## src/rtl/auth_pin_fsm.sv

```systemverilog
// Card/PIN authorisation controller.
// Collects a PIN as a stream of digits and compares it with pin_ref. The card
// gets MAX_TRIES attempts and is retained (LOCK) once they are used up. PIN
// entry also has an inactivity timeout and a cancel path.
// The outputs are Moore outputs. They are registered from the next-state
// value, so they change on the same edge as state_dbg.
module auth_pin_fsm #(
    parameter int PIN_DIGITS  = 4,
    parameter int DIGIT_W     = 4,
    parameter int MAX_TRIES   = 3,
    parameter int TIMEOUT_CYC = 16,
    parameter int LOCK_CYC    = 8
) (
    input  logic                             clk,
    input  logic                             rst_n,
    input  logic                             card_in,
    input  logic                             cancel,
    input  logic                             digit_valid,
    input  logic [DIGIT_W-1:0]               digit,
    input  logic                             enter,
    input  logic [PIN_DIGITS*DIGIT_W-1:0]    pin_ref,
    output logic                             accept,
    output logic                             eject,
    output logic                             fail,
    output logic                             locked,
    output logic [$clog2(MAX_TRIES+1)-1:0]   tries_left,
    output logic [2:0]                       state_dbg
);

    localparam int BW  = PIN_DIGITS * DIGIT_W;
    localparam int CW  = $clog2(PIN_DIGITS + 1);
    localparam int TMW = $clog2(TIMEOUT_CYC + 1);
    localparam int LW  = $clog2(LOCK_CYC + 1);
    localparam int TW  = $clog2(MAX_TRIES + 1);

    localparam logic [2:0] ST_IDLE  = 3'd0;
    localparam logic [2:0] ST_READ  = 3'd1;
    localparam logic [2:0] ST_PIN   = 3'd2;
    localparam logic [2:0] ST_CHECK = 3'd3;
    localparam logic [2:0] ST_OK    = 3'd4;
    localparam logic [2:0] ST_EJECT = 3'd5;
    localparam logic [2:0] ST_FAIL  = 3'd6;
    localparam logic [2:0] ST_LOCK  = 3'd7;

    localparam logic [CW-1:0]  CNT_FULL  = CW'(PIN_DIGITS);
    localparam logic [CW-1:0]  CNT_ONE   = CW'(1);
    localparam logic [TMW-1:0] TMR_LAST  = TMW'(TIMEOUT_CYC - 1);
    localparam logic [TMW-1:0] TMR_ONE   = TMW'(1);
    localparam logic [LW-1:0]  LOCK_LAST = LW'(LOCK_CYC - 1);
    localparam logic [LW-1:0]  LOCK_ONE  = LW'(1);
    localparam logic [TW-1:0]  TRY_MAX   = TW'(MAX_TRIES);
    localparam logic [TW-1:0]  TRY_ONE   = TW'(1);

    logic [2:0]     state_r, state_s;
    logic [BW-1:0]  buf_r, buf_s, shift_s;
    logic [CW-1:0]  cnt_r, cnt_s;
    logic [TMW-1:0] timer_r, timer_s;
    logic [LW-1:0]  lock_r, lock_s;
    logic [TW-1:0]  tries_r, tries_s;
    logic           accept_r, eject_r, fail_r, locked_r;

    // Next-state and datapath update for the authorisation sequence
    always_comb begin
        state_s = state_r;
        buf_s   = buf_r;
        cnt_s   = cnt_r;
        timer_s = timer_r;
        lock_s  = lock_r;
        tries_s = tries_r;
        shift_s = buf_r << DIGIT_W;
        shift_s[DIGIT_W-1:0] = digit;
        case (state_r)
            ST_IDLE: begin
                if (card_in) begin
                    state_s = ST_READ;
                end else begin
                    state_s = ST_IDLE;
                end
            end
            ST_READ: begin
                buf_s   = '0;
                cnt_s   = '0;
                timer_s = '0;
                tries_s = TRY_MAX;
                state_s = ST_PIN;
            end
            ST_PIN: begin
                if (cancel || !card_in) begin
                    state_s = ST_EJECT;
                end else if (enter) begin
                    // A digit strobe arriving together with enter is dropped
                    state_s = ST_CHECK;
                end else if (digit_valid) begin
                    timer_s = '0;
                    if (cnt_r < CNT_FULL) begin
                        buf_s = shift_s;
                        cnt_s = cnt_r + CNT_ONE;
                    end else begin
                        cnt_s = cnt_r;
                    end
                end else begin
                    timer_s = timer_r + TMR_ONE;
                    if (timer_s == TMR_LAST) begin
                        state_s = ST_EJECT;
                    end else begin
                        state_s = ST_PIN;
                    end
                end
            end
            ST_CHECK: begin
                if ((cnt_r == CNT_FULL) && (buf_r == pin_ref)) begin
                    state_s = ST_OK;
                end else begin
                    if (tries_r != '0) begin
                        tries_s = tries_r - TRY_ONE;
                    end else begin
                        tries_s = '0;
                    end
                    if (tries_s == '0) begin
                        lock_s  = '0;
                        state_s = ST_LOCK;
                    end else begin
                        state_s = ST_FAIL;
                    end
                end
            end
            ST_FAIL: begin
                buf_s   = '0;
                cnt_s   = '0;
                timer_s = '0;
                state_s = ST_PIN;
            end
            ST_OK: begin
                if (enter || cancel || !card_in) begin
                    state_s = ST_EJECT;
                end else begin
                    state_s = ST_OK;
                end
            end
            ST_EJECT: begin
                if (!card_in) begin
                    state_s = ST_IDLE;
                end else begin
                    state_s = ST_EJECT;
                end
            end
            ST_LOCK: begin
                if (lock_r == LOCK_LAST) begin
                    state_s = ST_IDLE;
                end else begin
                    lock_s  = lock_r + LOCK_ONE;
                    state_s = ST_LOCK;
                end
            end
            default: begin
                state_s = ST_IDLE;
            end
        endcase
    end

    // State, datapath and registered Moore outputs, with synchronous reset
    always_ff @(posedge clk) begin
        if (!rst_n) begin
            state_r  <= ST_IDLE;
            buf_r    <= '0;
            cnt_r    <= '0;
            timer_r  <= '0;
            lock_r   <= '0;
            tries_r  <= TRY_MAX;
            accept_r <= 1'b0;
            eject_r  <= 1'b0;
            fail_r   <= 1'b0;
            locked_r <= 1'b0;
        end else begin
            state_r  <= state_s;
            buf_r    <= buf_s;
            cnt_r    <= cnt_s;
            timer_r  <= timer_s;
            lock_r   <= lock_s;
            tries_r  <= tries_s;
            accept_r <= (state_s == ST_OK);
            eject_r  <= (state_s == ST_EJECT);
            fail_r   <= (state_s == ST_FAIL) || (state_s == ST_LOCK);
            locked_r <= (state_s == ST_LOCK);
        end
    end

    assign accept     = accept_r;
    assign eject      = eject_r;
    assign fail       = fail_r;
    assign locked     = locked_r;
    assign tries_left = tries_r;
    assign state_dbg  = state_r;

endmodule
```

## config.mk

```make
export PLATFORM = sky130hd
export DESIGN_NAME = auth_pin_fsm
export DESIGN_NICKNAME = d
export VERILOG_FILES = /design/src/rtl/auth_pin_fsm.sv
export SDC_FILE = /design/constraint.sdc
export NUM_CORES = 1
export LEC_CHECK = 0
export BUFFER_PORTS_ARGS = -buffer_cell sky130_fd_sc_hd__buf_2
export CORE_MARGIN = 2
export CORE_UTILIZATION = 27
export DETAILED_ROUTE_END_ITERATION = 7
export SLEW_MARGIN = 20
export SYNTH_ARGS = -nofsm -noshare
export SYNTH_HDL_FRONTEND = slang
export SYNTH_SLANG_ARGS = --single-unit
```

## constraint.sdc

```tcl
create_clock -name clk -period 2 [get_ports clk]
set_input_delay 0.4 -clock clk [delete_from_list [all_inputs] [get_ports clk]]
set_output_delay 0.4 -clock clk [all_outputs]
set_load 0.02 [all_outputs]
```

# ---- Word-level counts from Yosys, hierarchy flattened
# Index checks and enable logic that the tools add are counted.
dict set report totals {
  latch_bits 0
  ram_bits 0
  rom_bits 0
  in_bits 26
  memories 0
  ff_bits 37
  elab_cells 88
}
dict set report op_classes {
  add_sub_neg 4
  order_cmp 1
  n_eq_ne 22
  div_mod_pow 0
  shifts 0
  n_mul 0
  n_reduce_logical 17
  muxes 34
  bitwise_logic 0
}
# cell n
set op_table {}
lappend op_table {{2-to-1 mux 16 bit} 4}
lappend op_table {{case mux 16 bit (2 select lines)} 1}
lappend op_table {{2-to-1 mux 3 bit} 10}
lappend op_table {{== test 3 bit (second input constant)} 9}
lappend op_table {{case mux 3 bit (7 select lines)} 1}
lappend op_table {{== test 16 bit} 1}
lappend op_table {{2-to-1 mux 5 bit} 3}
lappend op_table {{inequality test 2 bit (second input constant)} 7}
lappend op_table {{2-to-1 mux 4 bit} 3}
lappend op_table {{2-to-1 mux 2 bit} 5}
lappend op_table {{case mux 5 bit (2 select lines)} 1}
lappend op_table {{case mux 4 bit (2 select lines)} 1}
lappend op_table {{nonzero test 2 bit} 4}
lappend op_table {{== test 3 x 2 -> 1 bit (second input constant)} 2}
lappend op_table {{case mux 3 bit (2 select lines)} 1}
lappend op_table {{adder 5 x 1 -> 5 bit (second input constant)} 1}
lappend op_table {{== test 5 x 4 -> 1 bit (second input constant)} 1}
lappend op_table {{AND reduction 5 bit} 1}
lappend op_table {{adder 4 x 1 -> 4 bit (second input constant)} 1}
lappend op_table {{== test 4 x 3 -> 1 bit (second input constant)} 1}
lappend op_table {{logical OR 1 bit} 4}
lappend op_table {{case mux 2 bit (2 select lines)} 1}
lappend op_table {{AND reduction 4 bit} 1}
lappend op_table {{adder 3 x 1 -> 3 bit (second input constant)} 1}
lappend op_table {{other kinds (11)} 13}

# ---- Longest topological paths before layout
# Gate-level depths: netlist of run 1.
dict set report depth {
  word_depth 10
  mapped_depth 9
  depth_no_buf 7
}

# ---- Worst setup path after synthesis of run 1
# No wires, ideal clock.
dict set report synth_path {
  path_kind {register -> register}
  start {register state_r[0] (netlist: state_dbg[0])}
  end {register buf_r[10]}
  t_arrival_ps 1695
  n_path_buf 3
  stages_incl_launch_ff 9
  setup_slack_ps 178
  period_less_slack_ps 1822
  setup_time_ps 128
  path_cell_list {dfxtp_1 > buf_4 > nor3b_1 > a21oi_2 > nor2b_1 > buf_6 > buf_6 > mux2i_1 > nor2_1}
}
dict set report synth_via {
  elab_chain_len 4
  word_cells_on_any_way 11
  cone_classes {eq/ne (7); mux (1); reduce/logical (3)}
}
# element line
set synth_rtl {}
lappend synth_rtl {{start: declaration} 54} ;# logic [2:0] state_r, state_s;
lappend synth_rtl {{start signal: assignment} 175} ;# state_r <= state_s;
lappend synth_rtl {{== test 3 bit / == test 3 x 1 -> 1 bit (equally long branches)} 72} ;# case (state_r)
lappend synth_rtl {{OR reduction 2 bit (no source line)} n/a}
lappend synth_rtl {{nonzero test 2 bit (no source line)} n/a}
lappend synth_rtl {{AND reduction 5 bit (no source line)} n/a}
lappend synth_rtl {{end signal: assignment} 176} ;# buf_r <= buf_s;
lappend synth_rtl {{end: declaration} 55} ;# logic [BW-1:0] buf_r, buf_s, shift_s;
# Parallel ways exist; a longest one is shown, timed or not.
# A chain may end at the register's enable or synchronous reset.

# ---- Final worst setup path of run 1
dict set report layout_path {
  start {register buf_r[13]}
  end {register accept_r (netlist: accept)}
}
dict set report layout_via {
  elab_chain_len 5
}
# element line
set layout_rtl {}
lappend layout_rtl {{== test 16 bit} 111} ;# if ((cnt_r == CNT_FULL) && (buf_r == pin_ref)) begin
lappend layout_rtl {{logical AND 1 bit} 111}
lappend layout_rtl {{2-to-1 mux 2 bit} 111}
lappend layout_rtl {{case mux 3 bit (7 select lines)} 72}
lappend layout_rtl {{== test 3 bit} 181} ;# accept_r <= (state_s == ST_OK);
lappend layout_rtl {{end signal: assignment} 181}
lappend layout_rtl {{end: declaration} 60} ;# logic accept_r, eject_r, fail_r, locked_r;
# No other way between the ends.

==> metrics.cfg, run 1 <==
[timing]
tightest_slew_ns = 0.529
clock.fmax_mhz = 511
final_hold_viol_count = 0
holdWs_ns = 0.336
setup_violations = 0
fin_setup_tns_ns = 0
timing.slew.headroom = 0.644
slew_violations = 0
setup_ws_ns = 0.0413
layout_min_cycle_time_ns = 1.96
rsz0062_at_grt = true
fin_skew_ns = 0.00788
fin_crit_sh = 0.979

[global_route]
grt_usage = 0.105
antenna_found_initial = 0
overflow = 0
grt_max_degree = 20
grt_pass1_vias = 1406
grt_pass1_wl_um = 6300

[route]
avgViaCountPerCell = 4.37
firstDrtPassIters = 4
detail_route.wl_per_cell_um = 11.1
wl_um = 3860
drc = 0
drt_iter0_markers = 62
ant_nets = 0
num_vias = 1522

[layout]
fillers = 710
multi_input_area_mm2 = 0.00113
final_area_mm2 = 0.00237
final_nets = 282
final_cells = 348
drive_above_1_share = 0.282
diodes = 0
area_delta_synth_final_pct = 24.2
seqCellArea_um2 = 747
final_core_util = 0.348

[placement]
gp_congestion = 0.729
dp_slack_ns = -0.141
dp.cells = 339
port_buffers = 34
placedInstanceArea_mm2 = 0.00222
hpwl_um = 2900

[synthesis]
async_flop_share = 0
syn_inst = 208
yosysMostFrequentCell = dfxtp_1
syn_avg_cell_area_um2 = 9.16
syn_area_mm2 = 0.00191
synth_cell_types = 42
synth.top_cell.area_share = 0.389
ys.flop_type = dfxtp_1
synth_area_leaders = dfxtp_1 (39%), mux2i_1 (8.9%), xor2_1 (6.9%)
yosysSeqAreaShare = 0.389
synth-edff-count = 0
ys_ff_latch = 37
ys.warnings.count = 0
synth_top_area_cell = dfxtp_1
syn_nets = 239
synthTopCellsByCount = dfxtp_1 (37), nor2_1 (27), mux2i_1 (17)

[clocking]
cts_buffers = 5
cts_root_buffer = clkbuf_8
clkTransAtPathRegs_ns = 0.08
htree_levels = 2
clock_latency_ns = 0.29
holdBufCountCts = 0
cts_tree = yes
clock_path_buffers = 2
clock_sinks = 37

[critical_path]
start_kind = flip-flop
end_kind = flip-flop
crit_fanout = 4
crit_arrival_ns = 2.20
worst-setup-path-type = flip-flop to flip-flop
crit_required_ns = 2.24

[power_and_ir_drop]
power_density_mw_per_mm2 = 755
power_leakage_nw = 0.954
peakVddDrop_v = 0.000403
power.total_mw = 1.79

[die]
die_height_um = 88.0
io_pins = 35
rows = 30
dieArea_mm2 = 0.00775
core_mm2 = 0.00679
die_width_um = 88.0
start_util = 0.280

[flow_run]
max-cap-violations = 0

[worst_hold_path]
hp-class = input pin to flip-flop

[status]
status = completed

[state kept, by name (all words and copies together) (netlist names)]
register / flops
lock_r: 4
cnt_r: 3
timer_r: 5
fail: 1
locked: 1
tries_left: 2
eject: 1
buf_r: 16
state_dbg: 3
accept: 1
[worst max-delay path, stage by stage, from the launching register on]
cell and delay [ns]:
dfxtp_2 0.33, xor2_1 0.16, nor4_2 0.30, nand4_1 0.24, o21a_2 0.31, nor4_4 0.39, o211a_1 0.18
[layer usage]
metal  vias up  global-route usage  share of wire
met3         7              0.0405          0.067
li1        808                   -              -
met5         -                   0              0
met1       668               0.140           0.52
met2        39               0.156           0.40
met4         0              0.0372          0.014
[what timing repair did]
action / CTS / global route
endpoints found under the setup margin: 1 / 7
resized for setup: 0 / 11
pin swaps: 0 / 11
buffers inserted: 0 / 1
[logic make-up after synthesis]
| kind of cell | Yosys count | synth area share |
|---|---|---|
| AND/OR/NAND/NOR | 86 | 0.261 |
| AO/OA/AOI/OAI | 27 | 0.0919 |
| adder cells (fa/ha/maj) | 5 | 0.0328 |
| flip-flops | 37 | 0.389 |
| XOR/XNOR | 20 | 0.0919 |
| multiplexers | 17 | 0.0893 |
| buffers and inverters | 16 | 0.0440 |
[final cells by class]
type / instances / area share
multi-input combinational: 155 / 0.477
sequential: 37 / 0.316
clock buffer: 5 / 0.0291
tap: 96 / 0.0507
clock inverter: 3 / 0.00740
inverter: 9 / 0.0143
timing repair buffer: 43 / 0.106
[where the power goes]
group          switching (mW)  internal [mW]  total (mW)
Sequential             0.0446          0.773       0.818
Clock                   0.270          0.240       0.510
Combinational           0.244          0.217       0.460
[worst paths after layout]
kind,start,slack [ns],to,cells after the start
max,buf_r[13],0.04,accept,6
min,digit[1],0.34,buf_r[1],3
max reg2reg,buf_r[13],0.04,accept,6
min reg2reg,timer_r[4],0.50,timer_r[4],2
[layout by cell type, fill, tap and decap left out, drive strengths merged, types with 4 or more instances in the layout]
cell    instances
inv             9
a21oi          12
dfxtp          37
nor4            6
mux2i          17
nor3b           5
xor2           15
buf            43
clkbuf          5
nand2           7
ha              5
nor2b           5
nor3            8
nor2           27
o21ai           6
xnor2           5
nand3           8
or3             4
(Power assumes the default switching activity.)
==> run 2, diff against run 1 <==
- clock period: 2 -> 2.53 ns (I/O delays scaled with it)
==> run 2 against run 1 <==
Die area stayed put. Global-route usage grew 0.86 points. Clock-buffer cell count is 2 higher. Largest power group unchanged. Worst hold slack better by 0.12 ns. Flip-flop and latch count did not move. Clock power is 4% higher. Clock skew shrank 0.0021 ns.
==> metrics.cfg, run 2 (synthesized netlist as in run 1, its figures left out) <==
[layout]
final_nets = 278
mostFrequentLayoutCell = dfxtp_1
final_cell_mix = dfxtp_1 (37), buf_2 (34), nor2_1 (27)
top_regs = buf_r x16, timer_r x5, lock_r x4
largest_reg_flops = 16
final_area_mm2 = 0.00231
drive_above_1_share = 0.230
area_delta_synth_final_pct = 21.1
diodes = 0
top_register = buf_r

[timing]
fin_skew_ns = 0.00575
slew_violations = 0
setup_ws_ns = 0.489
clock.fmax_mhz = 490
tightest_slew_ns = 0.683
fin_crit_sh = 0.807
fin_setup_tns_ns = 0
timing.slew.headroom = 0.544
setup_violations = 0
final_hold_viol_count = 0
rsz0062_at_grt = false
layout_min_cycle_time_ns = 2.04

[power_and_ir_drop]
seqPwrFrac = 0.423
pwr-share-clk = 0.350
power_density_mw_per_mm2 = 653
p_sw_frac = 0.285
peakVddDrop_v = 0.000233
power_leakage_nw = 0.947
power_switching_mw = 0.429
p_int_mw = 1.08
pwr-share-comb = 0.227

[critical_path]
worst-setup-path-type = flip-flop to flip-flop
crit_arrival_ns = 2.24
crit_required_ns = 2.73
start_kind = flip-flop
end_kind = flip-flop
crit_fanout = 5

[worst_hold_path]
hp-class = input pin to flip-flop

[clocking]
cts_tree = yes
clock_latency_ns = 0.29
cts_setup_buffers = 0
clock_sinks = 37
htree_levels = 2
post_cts_resize_count = 0
cts_root_buffer = clkbuf_8
clkTransAtPathRegs_ns = 0.07
holdBufCountCts = 0
clock_path_buffers = 2
cts_buffers = 5

[route]
drt_iter0_markers = 72
detail_route.wl_per_cell_um = 11.8
ant_nets = 0
avgViaCountPerCell = 4.44
firstDrtPassIters = 4
num_vias = 1528
wl_um = 4060
drc = 0

[die]
die_height_um = 88.0
io_pins = 35
die_width_um = 88.0
start_util = 0.280
dieArea_mm2 = 0.00775
rows = 30
core_mm2 = 0.00679

[placement]
dp_slack_ns = 0.00260
hpwl_um = 3060
port_buffers = 34
gp_congestion = 0.782
placedInstanceArea_mm2 = 0.00219

[global_route]
grt_pass1_vias = 1497
antenna_found_initial = 0
overflow = 0
grt_max_degree = 20
grt_pass1_wl_um = 6930
grt_usage = 0.114

[flow_run]
max-cap-violations = 0

[status]
status = completed

==> run 2: changes by cell type in the layout (fill, tap and decap cells not counted), sizes merged <==
cell      change
buf           -4
clkbuf        +2
clkinv        -2
bufinv        +1
clkinvlp      -1
==> run 2: through the flow <==
| step | util | hold slack [ns] | std cells | power (mW) |
|---|---|---|---|---|
| 3_5_place_dp | 0.322 | 0.480 | 336 | 0.993 |
| 6_report | 0.340 | 0.453 | 344 | 1.51 |
| 4_1_cts | 0.339 | 0.447 | 344 | 1.52 |
| 5_1_grt | 0.340 | 0.447 | 344 | 1.59 |
| 3_3_place_gp | 0.322 | 0.470 | 336 | 0.987 |
| 2_1_floorplan | - | 0.445 | 208 | 0.908 |
==> run 2: path summary, 6_finish.rpt <==
| kind | slack, ns | to | from | cells past startpoint |
|---|---|---|---|---|
| min | 0.45 | tries_left[1] | rst_n | 2 |
| min reg2reg | 0.50 | timer_r[4] | timer_r[4] | 2 |
| max | 0.49 | eject | buf_r[3] | 6 |
| max reg2reg | 0.49 | eject | buf_r[3] | 6 |
==> run 2: power groups by stage <==
stage | clock network, mW | registers [mW] | logic, mW
global placement | 0 | 0.650 | 0.337
CTS | 0.543 | 0.638 | 0.342
finish | 0.528 | 0.638 | 0.341
global route | 0.569 | 0.642 | 0.377
floorplan | 0 | 0.661 | 0.248
detailed placement | 0 | 0.652 | 0.341
==> run 2: area by class of cell <==
type                    instances  area [µm²]
clock buffers                   7        86.3
clock inverters                 1        30.0
fillers                       717        4490
inverters                       9        33.8
multi-input cells             155        1090
flip-flops and latches         37         741
well taps                      96         120
repair buffers                 39         208
==> run 2: worst max-delay path, cell delays in order, from the launching register on <==
cell      delay (ns)
dfxtp_1         0.34
xor2_1          0.17
nor4_1          0.36
nand4_1         0.22
o21bai_1        0.31
nor3b_4         0.32
nor4b_2         0.24
==> run 2: per-layer routing <==
| layer | vias up | GRT usage | part of all wire |
|---|---|---|---|
| li1 | 798 | - | - |
| met5 | - | 0 | 0 |
| met4 | 0 | 0.0372 | 0.012 |
| met2 | 31 | 0.179 | 0.42 |
| met3 | 5 | 0.0302 | 0.050 |
| met1 | 694 | 0.152 | 0.51 |
==> run 3, diff against run 2 <==
- clock period: 2.53 -> 1.8 ns (I/O delays scaled with it)
==> run 3 against run 2 <==
The run now ends with setup timing left. Clock skew rose by 0.0026 ns. Critical path type unchanged. Wire length rose by 7.7%. Largest cell class unchanged. Core utilization rose by 4.5 points. Clock-buffer cell count fell by 2. Flip-flop and latch count did not move. Worst hold slack got worse by 0.15 ns. Global-route usage rose by 0.79 points. Sequential share of layout area fell by 3.4 points. Highest routed layer unchanged. Clock power rose by 38%. Combinational power rose by 75%. Via count rose by 8.8%.
==> metrics.cfg, run 3 (synthesized netlist as in run 1, its figures left out) <==
[route]
dr_wl_met3_um = 224
drt-met1-wl_um = 2120
drc = 0
highest_layer = met4
avgViaCountPerCell = 4.42
wl_met2_um = 1950
num_vias = 1662
firstDrtPassIters = 4
drt_iter0_markers = 38
detail_route.wl_per_cell_um = 11.6
wl_um = 4370
ant_nets = 0

[layout]
final_cell_mix = buf_4 (36), buf_2 (34), dfxtp_1 (30)
final_cells = 376
top_register = buf_r
final_nets = 310
final_area_mm2 = 0.00261
fillers = 707
mostFrequentLayoutCell = buf_4
final_core_util = 0.384
area_delta_synth_final_pct = 37.0
drive_above_1_share = 0.382
diodes = 0
largest_reg_flops = 16
top_regs = buf_r x16, timer_r x5, lock_r x4

[timing]
fin_crit_sh = 1.04
rsz0062_at_grt = true
timing.slew.headroom = 0.575
tightest_slew_ns = 0.631
setup_ws_ns = -0.0797
layout_min_cycle_time_ns = 1.88
holdWs_ns = 0.299
clock.fmax_mhz = 532
slew_violations = 0
final_hold_viol_count = 0
fin_setup_tns_ns = -0.262
setup_violations = 6
fin_skew_ns = 0.00832

[critical_path]
crit_required_ns = 2.02
end_kind = flip-flop
reg2reg_from = buf_r[3]
r2r_setup_slack_ns = -0.08
worst-setup-path-type = flip-flop to flip-flop
start_kind = flip-flop
crit_arrival_ns = 2.10
critPathLaunch = buf_r[3]
crit_fanout = 3

[placement]
dp.cells = 365
gp_congestion = 0.789
port_buffers = 34
placedInstanceArea_mm2 = 0.00242
hpwl_um = 3290
dp_slack_ns = -0.298

[power_and_ir_drop]
peakVddDrop_v = 0.000338
power_leakage_nw = 1.11
power.total_mw = 2.23
power_density_mw_per_mm2 = 854

[clocking]
htree_levels = 2
clkTransAtPathRegs_ns = 0.08
holdBufCountCts = 0
cts_root_buffer = clkbuf_8
clock_sinks = 37
cts_tree = yes
cts_buffers = 5
clock_path_buffers = 2
clock_latency_ns = 0.29

[flow_run]
max-cap-violations = 0

[die]
start_util = 0.280
rows = 30
io_pins = 35
die_width_um = 88.0
core_mm2 = 0.00679
dieArea_mm2 = 0.00775
die_height_um = 88.0

[global_route]
grt_max_degree = 20
antenna_found_initial = 0
grt_pass1_vias = 1619
overflow = 0
grt_usage = 0.122
grt_pass1_wl_um = 7250

[worst_hold_path]
hp-class = input pin to flip-flop
hold_path_startpoint = rst_n

[status]
status = finished with violations
violations = setup timing

## run 3: per-layer routing
metal / up-vias / global-route usage
li1: 867 / -
met4: 0 / 0.0468
met5: - / 0
met3: 9 / 0.0368
met2: 38 / 0.196
met1: 748 / 0.154
## run 3: path summary, 6_finish.rpt
kind / endpoint / depth (start not counted)
setup reg to reg: lock_r[3] / 6
hold / removal: tries_left[1] / 2
hold reg to reg: timer_r[4] / 2
setup / recovery: lock_r[3] / 6
## run 3: area by class of cell
type | count | area (µm²) | share of cell area
multi-input combinational | 155 | 1130 | 0.433
sequential | 37 | 749 | 0.287
timing repair buffer | 71 | 460 | 0.176
tap | 96 | 120 | 0.0460
clock buffer | 5 | 68.8 | 0.0264
clock inverter | 3 | 46.3 | 0.0177
inverter | 9 | 33.8 | 0.0129
## run 3: repair_timing
action / 4_1_cts / 5_1_grt
gates resized for setup: 4 / 13
buffers inserted: 2 / 1
pin swaps: 8 / 6
setup endpoints to repair: 7 / 21
## run 3: worst max-delay path: stages, from the launching register on
cell and delay [ns]:
dfxtp_2 0.33, xor2_1 0.17, nor4_2 0.29, nand4_1 0.25, o21a_2 0.31, or3_1 0.36
nor3_2 0.10
## run 3: where the power goes
| part | leakage [nW] | switching [mW] | internal [mW] |
|---|---|---|---|
| clock network | 0.0543 | 0.316 | 0.415 |
| registers | 0.303 | 0.0381 | 0.863 |
| logic | 0.748 | 0.299 | 0.298 |
| total | 1.11 | 0.653 | 1.58 |
